**src/rtl/ldpc_dec_sched_if.sv**
```systemverilog
`default_nettype none
// ============================================================================
//  Module      : ldpc_dec_sched_if
//  Description : Bundle of the codeword input channels, the decoder-core
//                connection and the result port of the LDPC decoder
//                scheduler.
//                  in0_* / in1_*  : valid/ready codeword channels (12 bit)
//                  dec_*          : core reset, codeword and message (4 bit)
//                  res_*          : valid/ready result port with channel tag
//                  busy           : scheduler is not idle
//                modport master : scheduler side
//                modport slave  : environment side (sources, core, sink)
//  Revision    : 1.0  initial release
// ============================================================================
interface ldpc_dec_sched_if;
    logic        in0_valid;
    logic [11:0] in0_code;
    logic        in0_ready;
    logic        in1_valid;
    logic [11:0] in1_code;
    logic        in1_ready;
    logic        dec_rst_n;
    logic [11:0] dec_code;
    logic [3:0]  dec_msg;
    logic        res_valid;
    logic [3:0]  res_msg;
    logic        res_ch;
    logic        res_ready;
    logic        busy;

    modport master (
        input  in0_valid, in0_code,
        output in0_ready,
        input  in1_valid, in1_code,
        output in1_ready,
        output dec_rst_n, dec_code,
        input  dec_msg,
        output res_valid, res_msg, res_ch,
        input  res_ready,
        output busy
    );

    modport slave (
        output in0_valid, in0_code,
        input  in0_ready,
        output in1_valid, in1_code,
        input  in1_ready,
        input  dec_rst_n, dec_code,
        output dec_msg,
        input  res_valid, res_msg, res_ch,
        output res_ready,
        input  busy
    );
endinterface
`default_nettype wire

```
**src/rtl/ldpc_dec_sched.sv**
```systemverilog
`default_nettype none
// ============================================================================
//  Module      : ldpc_dec_sched
//  Description : Two-channel round-robin scheduler sharing one LDPC decoder
//                core. A granted codeword is latched onto dec_code, the core
//                is held in reset for the LOAD phase and then released so its
//                free-running window lines up with the frame; dec_msg is
//                sampled DEC_LAT cycles after release and returned with the
//                channel tag on the result port.
//  Ports       : clk, rst (synchronous, active-high)
//                bus  (ldpc_dec_sched_if.master): inputs, core, result, busy
//                frm_cnt0/frm_cnt1 : per-channel result counters, present
//                only when LDPC_SCHED_STATS_EN is defined
//  Options     : LDPC_SCHED_STATS_EN - adds the frame statistics counters
//  Revision    : 1.0  initial release
// ============================================================================
module ldpc_dec_sched #(
    parameter int DEC_LAT = 28,   // RUN cycles from core release to sampling
    parameter int RST_CYC = 1     // extra LOAD cycles with the core in reset
) (
    input  wire                   clk,
    input  wire                   rst,
    ldpc_dec_sched_if.master      bus
`ifdef LDPC_SCHED_STATS_EN
    ,
    output logic [15:0]           frm_cnt0,
    output logic [15:0]           frm_cnt1
`endif
);

    localparam int c_CNT_W = $clog2(DEC_LAT + RST_CYC + 1);
    // LOAD leaves when the counter reaches RST_CYC: with the registered
    // dec_rst_n this places core release at accept + 1 + RST_CYC.
    localparam logic [c_CNT_W-1:0] c_LOAD_LAST = c_CNT_W'(RST_CYC);
    localparam logic [c_CNT_W-1:0] c_RUN_LAST  = c_CNT_W'(DEC_LAT - 1);

    typedef enum logic [1:0] {
        S_IDLE = 2'd0,
        S_LOAD = 2'd1,
        S_RUN  = 2'd2,
        S_OUT  = 2'd3
    } state_t;

    state_t               r_state;
    logic [c_CNT_W-1:0]   r_cnt;
    logic                 r_last;
    logic                 r_dec_rst_n;
    logic [11:0]          r_dec_code;
    logic                 r_res_valid;
    logic [3:0]           r_res_msg;
    logic                 r_res_ch;

    logic                 w_idle;
    logic                 w_grant0;
    logic                 w_grant1;
    logic                 w_acc0;
    logic                 w_acc1;

    // ------------------------------------------------------------------
    // Round-robin grant: a lone requester wins, on a tie the channel that
    // was not served last wins. Only meaningful while idle.
    // ------------------------------------------------------------------
    assign w_idle   = (r_state == S_IDLE);
    assign w_grant0 = bus.in0_valid && (!bus.in1_valid || r_last);
    assign w_grant1 = bus.in1_valid && (!bus.in0_valid || !r_last);
    assign w_acc0   = w_idle && w_grant0;
    assign w_acc1   = w_idle && w_grant1;

    assign bus.in0_ready = w_acc0;
    assign bus.in1_ready = w_acc1;
    assign bus.busy      = !w_idle;
    assign bus.dec_rst_n = r_dec_rst_n;
    assign bus.dec_code  = r_dec_code;
    assign bus.res_valid = r_res_valid;
    assign bus.res_msg   = r_res_msg;
    assign bus.res_ch    = r_res_ch;

    // ------------------------------------------------------------------
    // Frame sequencer
    // ------------------------------------------------------------------
    always_ff @(posedge clk) begin
        if (rst) begin
            r_state     <= S_IDLE;
            r_cnt       <= '0;
            r_last      <= 1'b1;
            r_dec_rst_n <= 1'b0;
            r_dec_code  <= 12'h000;
            r_res_valid <= 1'b0;
            r_res_msg   <= 4'h0;
            r_res_ch    <= 1'b0;
        end else begin
            case (r_state)
                S_IDLE: begin
                    if (w_acc0 || w_acc1) begin
                        r_dec_code <= w_acc1 ? bus.in1_code : bus.in0_code;
                        r_res_ch   <= w_acc1;
                        r_last     <= w_acc1;
                        r_cnt      <= '0;
                        r_state    <= S_LOAD;
                    end
                end
                S_LOAD: begin
                    if (r_cnt == c_LOAD_LAST) begin
                        r_cnt       <= '0;
                        r_dec_rst_n <= 1'b1;
                        r_state     <= S_RUN;
                    end else begin
                        r_cnt <= r_cnt + 1'b1;
                    end
                end
                S_RUN: begin
                    if (r_cnt == c_RUN_LAST) begin
                        // Core has had DEC_LAT cycles out of reset; its
                        // message is settled, so capture it and park the core.
                        r_res_msg   <= bus.dec_msg;
                        r_res_valid <= 1'b1;
                        r_dec_rst_n <= 1'b0;
                        r_state     <= S_OUT;
                    end else begin
                        r_cnt <= r_cnt + 1'b1;
                    end
                end
                S_OUT: begin
                    // Returning to IDLE without granting here gives the
                    // bubble cycle between frames.
                    if (bus.res_ready) begin
                        r_res_valid <= 1'b0;
                        r_state     <= S_IDLE;
                    end
                end
                default: begin
                    r_state <= S_IDLE;
                end
            endcase
        end
    end

`ifdef LDPC_SCHED_STATS_EN
    // ------------------------------------------------------------------
    // Per-channel completed-frame counters (free wrap at 16 bits)
    // ------------------------------------------------------------------
    logic w_res_hs;
    assign w_res_hs = r_res_valid && bus.res_ready;

    always_ff @(posedge clk) begin
        if (rst) begin
            frm_cnt0 <= 16'h0000;
            frm_cnt1 <= 16'h0000;
        end else if (w_res_hs) begin
            if (r_res_ch) begin
                frm_cnt1 <= frm_cnt1 + 16'h0001;
            end else begin
                frm_cnt0 <= frm_cnt0 + 16'h0001;
            end
        end
    end
`endif

endmodule
`default_nettype wire
```
**src/flat_wrapper.sv**
```systemverilog
// flat-port wrapper written by rule: the top's interface ports become plain ports
module ldpc_dec_sched_flat 
#(
    parameter int DEC_LAT = 28,                                              
    parameter int RST_CYC = 1                                                
)
  (clk, rst, bus_in0_valid, bus_in0_code, bus_in0_ready, bus_in1_valid, bus_in1_code, bus_in1_ready, bus_dec_rst_n, bus_dec_code, bus_dec_msg, bus_res_valid, bus_res_msg, bus_res_ch, bus_res_ready, bus_busy);
  ldpc_dec_sched_if bus_i ();
  input  wire clk;
  input  wire rst;
  input wire logic [$bits(bus_i.in0_valid)-1:0] bus_in0_valid;
  input wire logic [$bits(bus_i.in0_code)-1:0] bus_in0_code;
  output wire logic [$bits(bus_i.in0_ready)-1:0] bus_in0_ready;
  input wire logic [$bits(bus_i.in1_valid)-1:0] bus_in1_valid;
  input wire logic [$bits(bus_i.in1_code)-1:0] bus_in1_code;
  output wire logic [$bits(bus_i.in1_ready)-1:0] bus_in1_ready;
  output wire logic [$bits(bus_i.dec_rst_n)-1:0] bus_dec_rst_n;
  output wire logic [$bits(bus_i.dec_code)-1:0] bus_dec_code;
  input wire logic [$bits(bus_i.dec_msg)-1:0] bus_dec_msg;
  output wire logic [$bits(bus_i.res_valid)-1:0] bus_res_valid;
  output wire logic [$bits(bus_i.res_msg)-1:0] bus_res_msg;
  output wire logic [$bits(bus_i.res_ch)-1:0] bus_res_ch;
  input wire logic [$bits(bus_i.res_ready)-1:0] bus_res_ready;
  output wire logic [$bits(bus_i.busy)-1:0] bus_busy;
  assign bus_i.in0_valid = bus_in0_valid;
  assign bus_i.in0_code = bus_in0_code;
  assign bus_in0_ready = bus_i.in0_ready;
  assign bus_i.in1_valid = bus_in1_valid;
  assign bus_i.in1_code = bus_in1_code;
  assign bus_in1_ready = bus_i.in1_ready;
  assign bus_dec_rst_n = bus_i.dec_rst_n;
  assign bus_dec_code = bus_i.dec_code;
  assign bus_i.dec_msg = bus_dec_msg;
  assign bus_res_valid = bus_i.res_valid;
  assign bus_res_msg = bus_i.res_msg;
  assign bus_res_ch = bus_i.res_ch;
  assign bus_i.res_ready = bus_res_ready;
  assign bus_busy = bus_i.busy;
  ldpc_dec_sched #(.DEC_LAT(DEC_LAT), .RST_CYC(RST_CYC)) u_core (.clk(clk), .rst(rst), .bus(bus_i));
endmodule
```
**config.mk**
```make
export PLATFORM = sky130hd
export DESIGN_NAME = ldpc_dec_sched_flat
export DESIGN_NICKNAME = d
export VERILOG_FILES = /design/src/rtl/ldpc_dec_sched_if.sv /design/src/rtl/ldpc_dec_sched.sv /design/src/flat_wrapper.sv
export SDC_FILE = /design/constraint.sdc
export NUM_CORES = 1
export LEC_CHECK = 0
export BUFFER_PORTS_ARGS = -buffer_cell sky130_fd_sc_hd__buf_4
export CORE_UTILIZATION = 23
export CTS_BUF_LIST = sky130_fd_sc_hd__clkbuf_8 sky130_fd_sc_hd__clkbuf_16
export DETAILED_ROUTE_END_ITERATION = 10
export GPL_TIMING_DRIVEN = 0
export PLACE_DENSITY = 0.45
export SLEW_MARGIN = 20
export SYNTH_ARGS = -nofsm -noshare
export SYNTH_HDL_FRONTEND = slang
export SYNTH_SLANG_ARGS = --single-unit
```
**constraint.sdc**
```tcl
create_clock -name clk -period 1.89 [get_ports clk]
set_input_delay 0.0945 -clock clk [delete_from_list [all_inputs] [get_ports clk]]
set_output_delay 0.0945 -clock clk [all_outputs]
set_load 0.02 [all_outputs]
```
# Yosys cells after proc, flatten, opt, wreduce, memory -nomap -nowiden
# Cells that the tools add are included.
[op_classes]
n_addsub = 1
eq_ne = 10
n_mux = 16
reduce_logical = 21
[ops]
columns = ["cell", "n"]
rows = [
  ["2-to-1 mux 5 bit", 3],
  ["one-hot mux 5 bit (3 select lines)", 1],
  ["2-to-1 mux 12 bit", 1],
  ["AND reduction 3 bit", 3],
  ["2-to-1 mux 2 bit", 4],
  ["one-hot mux 2 bit (4 select lines)", 1],
  ["inequality test 2 bit (second input constant)", 3],
  ["adder 5 x 1 -> 5 bit (second input constant)", 1],
  ["equality test 5 x 1 -> 1 bit (second input constant)", 1],
  ["equality test 5 bit (second input constant)", 1],
  ["equality test 2 bit (second input constant)", 2],
  ["logical AND 1 bit", 4],
  ["zero test 1 bit", 4],
  ["2-to-1 mux 1 bit", 4],
  ["inequality test 2 x 1 -> 1 bit (second input constant)", 2],
  ["one-hot mux 1 bit (2 select lines)", 2],
  ["AND reduction 2 bit", 2],
  ["AND reduction 4 bit", 1],
  ["nonzero test 2 bit", 2],
  ["logical OR 1 bit", 3],
  ["nonzero test 3 bit", 1],
  ["equality test 2 x 1 -> 1 bit (second input constant)", 1],
  ["zero test 2 bit", 1],
]
[totals]
regBits = 27
out_inout_bits = 22
word_cells = 56

# Longest topological paths before layout
# Gate-level depths: netlist (run 1).
[logic_depth]
word_depth = 7
depth_mapped = 8

# Worst setup path before layout (run 1)
# No wires, ideal clock.
[synth_path]
path_type = "register to register"
start = "register u_core.r_state[0]"
end = "register u_core.r_dec_code[10], in the netlist u_core.bus.dec_code[10]"
t_arrival_ps = 1587
path_slack_ps = 217
stages_incl_launch_ff = 9
path_cell_list = "dfxtp_1 > inv_1 > ha_1 > buf_6 > inv_1 > nor2_1 > clkbuf_1 > nor2_1 > a211oi_1"
[synth_between]
elab_chain_cells = 4
word_cells_on_any_way = 6
cone_classes = "mux (1); reduce/logical (5)"
[synth_rtl]
columns = ["element", "line", "rtl"]
rows = [
  ["start, declared", "ldpc_dec_sched.sv:44", "state_t r_state;"],
  ["start signal, assigned", "ldpc_dec_sched.sv:83", "r_state <= S_IDLE;"],
  ["start signal, assigned", "ldpc_dec_sched.sv:99", "r_state <= S_LOAD;"],
  ["start signal, assigned", "ldpc_dec_sched.sv:106", "r_state <= S_RUN;"],
  ["zero test 2 bit (*)", "ldpc_dec_sched.sv:63, ldpc_dec_sched.sv:92", ""],
  ["logical AND 1 bit (on tied branches)", "ldpc_dec_sched.sv:66, ldpc_dec_sched.sv:67", ""],
  ["logical OR 1 bit", "ldpc_dec_sched.sv:94", "if (w_acc0 || w_acc1) begin"],
  ["AND reduction 2 bit (no line)", "--", ""],
  ["end signal, assigned", "ldpc_dec_sched.sv:95", "r_dec_code <= w_acc1 ? bus.in1_code : bus.in0_code;"],
  ["end, declared", "ldpc_dec_sched.sv:48", "logic [11:0] r_dec_code;"],
]
# Every way passes the cells marked *; elsewhere a longest branch is shown, timed or not.
# A chain may end at the register's enable or synchronous reset.

# Final worst setup path (run 1)
[layout_path]
start = "register u_core.r_state[1]"
end = "register u_core.r_cnt[2]"
[layout_between]
elab_chain_cells = 5
word_cells_on_any_way = 11
cone_classes = "eq/ne (4); mux (1); reduce/logical (6)"
[layout_rtl]
columns = ["element", "line", "rtl"]
rows = [
  ["zero test 2 bit", "ldpc_dec_sched.sv:63, ldpc_dec_sched.sv:92", ""],
  ["logical AND 1 bit (on tied branches)", "ldpc_dec_sched.sv:66, ldpc_dec_sched.sv:67", ""],
  ["logical OR 1 bit", "ldpc_dec_sched.sv:94", ""],
  ["inequality test 2 bit (no line)", "--", ""],
  ["AND reduction 3 bit (no line)", "--", ""],
  ["end signal, assigned", "ldpc_dec_sched.sv:108", "r_cnt <= r_cnt + 1'b1;"],
  ["end signal, assigned", "ldpc_dec_sched.sv:120", "r_cnt <= r_cnt + 1'b1;"],
  ["end, declared", "ldpc_dec_sched.sv:45", "logic [c_CNT_W-1:0] r_cnt;"],
]
# Several ways; a longest one is shown, not always the timed one.

==> out/qor.txt, run 1 <==
Synth Net Count: 193
Synth top area share: 0.391
critical path's slowest cell: or4b_2
Synthesis Warnings: 0
Placed Area: 0.00187 mm²
Worst Tran Pin Value: 0.458 ns
Critical Path AT: 1.93 ns
Worst EP required: 2.07 ns
pwr dens: 1290 mW/mm²
netlist area before placement: 0.00138 mm²
vias: 1,270
critical path peak fanout: 8
Hold Crit Class: input port to flop
CTS buffer count: 3
# IOs: 55
CP bufs+invs: 2
Sw Ratio: 0.412
count of cell types in the netlist: 35
Startpoint Class: flop
clock-pin transition on the worst setup and hold timing paths: 0.10 ns
min Tclk post-route: 1.75 ns
status: complete, no violations
Largest stage delay, worst path: 0.64 ns
syn_area_per_cell: 8.97 µm²
R2R Path End: u_core.r_cnt[2]$_SDFFE_PP0P_
Worst VDD drop: 0.377 mV
height of the chip: 79.5 µm
Worst Skew: 0.00424 ns
clock tree buffer depth: 2
Wirelength per Cell: 13.2 µm
vias per cell: 4.49
number of detailed-route iterations in the first pass: 4
design area: 0.00197 mm²
initial antenna violation count: 0
Main synth FF type: dfxtp_1
CTS root buffer: clkbuf_8
Async SR Flop Fraction: 0
Total GRT Usage: 0.116
fin crit share: 0.924
die area: 0.00632 mm²
CTS tree: yes
Total Nets Final: 251
Syn-to-layout area delta: 42.3%
Slew Limit Fails: 0
Reg2Reg Launch Point: u_core.r_state[1]$_SDFFE_PP0P_
leakage: 0.892 nW
Congestion Overflow GR: 0
Sw Pwr: 0.00105 W
hold path cells: 2
Fmax: 0.573 GHz
crit path capture type: flop
biggest area consumer among synthesized cells: dfxtp_1
Iteration-0 DRC Markers: 21
Int Power: 0.00149 W
sequential share of the synthesized area: 0.391
Post-Synthesis Cells: 154
most instantiated library cell after synthesis: dfxtp_1
Top delay family on crit path: simple AND/OR/NAND/NOR gates
sequential group share of total power: 0.313
die width: 79.5 µm
Post-DRT Antenna Nets: 0
Post-synth EDFFs: 0
setup slack, reg-to-reg: 0.14 ns
DP HPWL: 2.82 mm
drt drc: 0
vias in the first global route: 1,193
H-tree levels: 1
final hold vios: 0
Routability Congestion: 0.737
synth cell count leaders: dfxtp_1 (27), nand2_1 (16), nor2_1 (15)
Post-Route WL: 3.74 mm
initial core utilization: 0.245
hold_sp: rst
Antenna Cells: 0
clock power share: 0.132
Power, Total: 0.00254 W
RSZ-0062 raised after global routing: no
largest net degree at the start of global routing: 16
WHS Endpoint: u_core.r_last$_SDFFE_PP1P_
Max-slew headroom: 0.695
Buffers on Ports: 53
power share of the combinational group: 0.555
clk sinks: 27
first-pass GRT wire length: 5.66 mm
Setup Fix Bufs, Post-CTS: 0
# rows: 27
Worst-Skew Late Latency: 0.27 ns
max cap viols: 0
Setup Crit Path Kind: flop to flop
Final Setup Violations: 0
ranking of synthesized cells by area: dfxtp_1 (39%), mux2i_1 (9.4%), a211oi_1 (6.5%), ha_1 (5.4%), nand2_1 (4.3%)
synthesized flop and latch total: 27
Core Area: 0.00564 mm²
R2R depth: 7
share of cells above drive strength 1: 0.355
CP Cell Sequence: inv_1 > ha_4 > buf_6 > or4b_2 > o221ai_4 > nand2_1 > o311ai_1
[repair_timing]
| action | CTS | global route |
|---|---|---|
| resized for setup | 5 | 8 |
| endpoints found under the hold margin | 0 | 0 |
| hold buffers | 0 | 0 |
| cloned | 0 | 0 |
| endpoints found under the setup margin | 14 | 16 |
| pin swaps | 0 | 0 |
[layout by cell type, fill, tap and decap left out, types with 2 or more instances in the layout]
master,n
clkbuf_8,3
nor2_1,14
buf_6,3
a21oi_1,9
a2bb2oi_1,2
nand2b_1,3
nand2_1,16
buf_4,53
a211o_1,2
o31ai_1,2
dfxtp_1,27
mux2i_1,13
o21ai_0,4
clkbuf_1,2
ha_1,5
inv_1,7
a211oi_1,12
nand3_1,8
[worst reg2reg max path, stage by stage (launching register included)]
cell      delay (ns)
dfxtp_1         0.35
inv_1           0.12
ha_4            0.15
buf_6           0.12
or4b_2          0.64
o221ai_4        0.13
nand2_1         0.09
o311ai_1        0.07
[power groups by stage]
stage	Clock [W]	Sequential, W	Combinational [W]
floorplan	0	0.000930	0.000750
finish	0.000335	0.000794	0.00141
global placement	0	0.000803	0.00133
CTS	0.000354	0.000793	0.00135
global route	0.000373	0.000814	0.00154
detailed placement	0	0.000808	0.00133
[metal layers]
metal	GRT usage	share of wire	up-vias
met4	0.0655	0.0094	0
li1	-	-	664
met2	0.182	0.49	21
met1	0.149	0.46	583
met3	0.0206	0.036	2
met5	0	0	-
[sequential cells by signal, indices dropped and copies added, names as in the netlist]
register,flops
u_core.bus.dec_code,12
u_core.r_cnt,5
u_core.bus.res_msg,4
u_core.r_state,2
u_core.bus.dec_rst_n,1
u_core.bus.res_ch,1
u_core.bus.res_valid,1
u_core.r_last,1
[cells by family after synthesis]
family / after synthesis / synth area share
muxes: 13 / 0.0942
buffers and inverters: 17 / 0.0643
AOI/OAI and AO/OA: 38 / 0.193
DFF: 27 / 0.391
adders and majority gates: 6 / 0.0543
and+or+nand+nor: 53 / 0.203
[per-stage QoR]
step,TNS (ns),std cells,util,hold WS (ns),setup WS (ns)
2_1_floorplan,0,154,-,0.242,0.217
3_3_place_gp,-0.419,279,0.331,0.330,-0.0671
3_5_place_dp,-0.609,279,0.331,0.325,-0.0837
4_1_cts,0,283,0.342,0.0324,0.0149
5_1_grt,0,283,0.348,0.0426,0.0335
6_report,0,283,0.348,0.0479,0.143
[final cells by class]
cell class	count	area [µm²]
Buffer	9	67.6
Clock buffer	3	41.3
Clock inverter	1	5.00
Fill cell	611	3680
Inverter	8	30.0
Multi-Input combinational cell	110	793
Sequential cell	27	541
Tap cell	72	90.1
Timing Repair Buffer	53	398
[worst max-delay path by stage]
stage | startpoint | end | slack, ns | cells past startpoint
floorplan | u_core.r_state[0]$_SDFFE_PP0P_ | u_core.bus.dec_code[10]$_SDFFE_PP0P_ | 0.22 | 8
global placement | u_core.r_state[0]$_SDFFE_PP0P_ | u_core.bus.dec_code[8]$_SDFFE_PP0P_ | -0.07 | 8
detailed placement | u_core.r_state[0]$_SDFFE_PP0P_ | u_core.bus.dec_code[10]$_SDFFE_PP0P_ | -0.08 | 8
CTS | u_core.r_state[0]$_SDFFE_PP0P_ | u_core.bus.dec_code[10]$_SDFFE_PP0P_ | 0.01 | 8
global route | u_core.r_state[1]$_SDFFE_PP0P_ | u_core.r_cnt[3]$_SDFFE_PP0P_ | 0.03 | 7
finish | u_core.r_state[1]$_SDFFE_PP0P_ | u_core.r_cnt[2]$_SDFFE_PP0P_ | 0.14 | 7
(Power assumes the default switching activity.)
==> inputs of run 2 (changes only) <==
- clock period: 1.89 -> 1.9 ns (I/O delays scaled with it)
==> run 2 against run 1 <==
Setup slack got worse by 0.018 ns. Largest power group unchanged. Register-to-register slack got worse by 0.02 ns. Flip-flop and latch count did not move. Final cell count did not move. Sequential power fell by 0.6%. Critical path depth did not move. Global-route usage did not move. Combinational power fell by 4%. First-iteration DRC count rose by 4.8%. Clock power barely moved. Core utilization fell by 0.22 points.
==> out/qor.txt, run 2 (same netlist as run 1, synthesis figures left out) <==
setup slack, reg-to-reg: 0.13 ns (-0.02 ns)
max FFs per register: 12 (unchanged)
vias per cell: 4.47 (-0.31%)
largest net degree at the start of global routing: 16 (unchanged)
Total GRT Usage: 0.116 (unchanged)
vias: 1,266 (-0.31%)
height of the chip: 79.5 µm (unchanged)
Total Nets Final: 251 (unchanged)
Congestion Overflow GR: 0 (unchanged)
# rows: 27 (unchanged)
Slew Limit Fails: 0 (unchanged)
Hold Crit Class: input port to flop
leakage: 0.891 nW (-0.12%)
multi-input logic area: 781 µm² (-1.6%)
Antenna Cells: 0 (unchanged)
Worst Skew: 0.00419 ns (-0.0000490 ns)
max cap viols: 0 (unchanged)
pwr dens: 1270 mW/mm² (-1.6%)
critical path peak fanout: 8 (unchanged)
vias in the first global route: 1,193 (unchanged)
crit path capture type: flop
Iteration-0 DRC Markers: 22 (+4.8%)
Syn-to-layout area delta: 41.4%
number of detailed-route iterations in the first pass: 4 (unchanged)
drt drc: 0 (unchanged)
CTS buffer count: 3 (unchanged)
CTS root buffer: clkbuf_8
Worst EP required: 2.08 ns (about the same)
FF+latch area: 541 µm² (unchanged)
highest-count cells in the layout ignoring fill and taps: buf_4 (53), dfxtp_1 (27), nand2_1 (16), nor2_1 (14), mux2i_1 (13)
RSZ-0062 raised after global routing: no
Wirelength per Cell: 13.1 µm (-0.78%)
Final Setup Violations: 0 (unchanged)
Post-Route WL: 3.71 mm (-0.78%)
setup ws final: 0.126 ns (-0.0176 ns)
die width: 79.5 µm (unchanged)
Setup Crit Path Kind: flop to flop
DP HPWL: 2.82 mm (unchanged)
status: complete, no violations
die area: 0.00632 mm² (unchanged)
commonest non-fill, non-tap cell in the layout: buf_4
H-tree levels: 1 (unchanged)
Core Area: 0.00564 mm² (unchanged)
Worst-Skew Late Latency: 0.27 ns (about the same)
setup TNS: 0 ns (unchanged)
first-pass GRT wire length: 5.66 mm (unchanged)
clk sinks: 27 (unchanged)
CTS tree: yes
hold buffers post-CTS: 0 (unchanged)
FILL cells: 613 (+0.33%)
Setup WS pre-CTS: -0.0737 ns (+0.0100 ns)
design area: 0.00195 mm² (-0.64%)
clock tree buffer depth: 2 (unchanged)
min Tclk post-route: 1.77 ns (+0.0276 ns)
fin crit share: 0.934 (+0.00965)
initial antenna violation count: 0 (unchanged)
final hold vios: 0 (unchanged)
clock-pin transition on the worst setup and hold timing paths: 0.10 ns (about the same)
Setup Fix Bufs, Post-CTS: 0 (unchanged)
Critical Path AT: 1.96 ns (+0.03 ns)
Placed Area: 0.00187 mm² (unchanged)
Post-Layout Cell Count: 283 (unchanged)
Max-slew headroom: 0.694 (about the same)
Post-DRT Antenna Nets: 0 (unchanged)
# IOs: 55 (unchanged)
initial core utilization: 0.245 (unchanged)
Buffers on Ports: 53 (unchanged)
Final Util: 0.346 (-0.00222)
share of cells above drive strength 1: 0.351 (-0.00474)
Fmax: 0.564 GHz (-1.6%)
Routability Congestion: 0.737 (unchanged)
post-cts resize count: 5 (unchanged)
Worst VDD drop: 0.374 mV (-0.55%)
Startpoint Class: flop
Placed Cells: 279 (unchanged)
Worst Tran Pin Value: 0.459 ns (+0.000701 ns)
[run 2: per-stage QoR]
step                hold WS (ns)  power (W)
floorplan                  0.243    0.00167
global placement           0.331    0.00212
detailed placement         0.326    0.00213
CTS                       0.0329    0.00249
global route              0.0431    0.00267
finish                    0.0487    0.00248
[run 2: layer usage]
| layer | vias to the layer above | global-route usage | part of all wire | routed length [µm] |
|---|---|---|---|---|
| met4 | 0 | 0.0655 | 0.015 | 57 |
| met2 | 23 | 0.182 | 0.48 | 1780 |
| met3 | 4 | 0.0206 | 0.036 | 135 |
| met5 | - | 0 | 0 | 0 |
| li1 | 664 | - | - | - |
| met1 | 575 | 0.149 | 0.47 | 1740 |
[run 2: worst paths after layout]
kind | end | start | cells past startpoint
max reg2reg | u_core.r_cnt[2]$_SDFFE_PP0P_ | u_core.r_state[0]$_SDFFE_PP0P_ | 7
max | u_core.r_cnt[2]$_SDFFE_PP0P_ | u_core.r_state[0]$_SDFFE_PP0P_ | 7
min | u_core.r_last$_SDFFE_PP1P_ | rst | 2
min reg2reg | u_core.bus.res_msg[0]$_SDFFE_PP0P_ | u_core.bus.res_msg[0]$_SDFFE_PP0P_ | 2
[run 2: power by group]
| part | switching, W | internal (W) |
|---|---|---|
| clock | 0.000186 | 0.000147 |
| sequential | 0.0000821 | 0.000707 |
| combinational | 0.000758 | 0.000602 |
| total | 0.00103 | 0.00146 |
[run 2: worst max-delay path: stages (launching register included)]
cell      delay (ns)
dfxtp_1         0.35
inv_2           0.09
ha_1            0.19
buf_6           0.13
or4b_2          0.64
o221ai_4        0.13
nand2_1         0.09
o311ai_1        0.07
[run 2: final cells by class]
cell class	instances	area share
plain buffers	9	0.0346
clock buffers	3	0.0211
clock inverters	1	0.00256
inverters	8	0.0154
multi-input cells	110	0.400
flip-flops and latches	27	0.277
well taps	72	0.0461
repair buffers	53	0.204
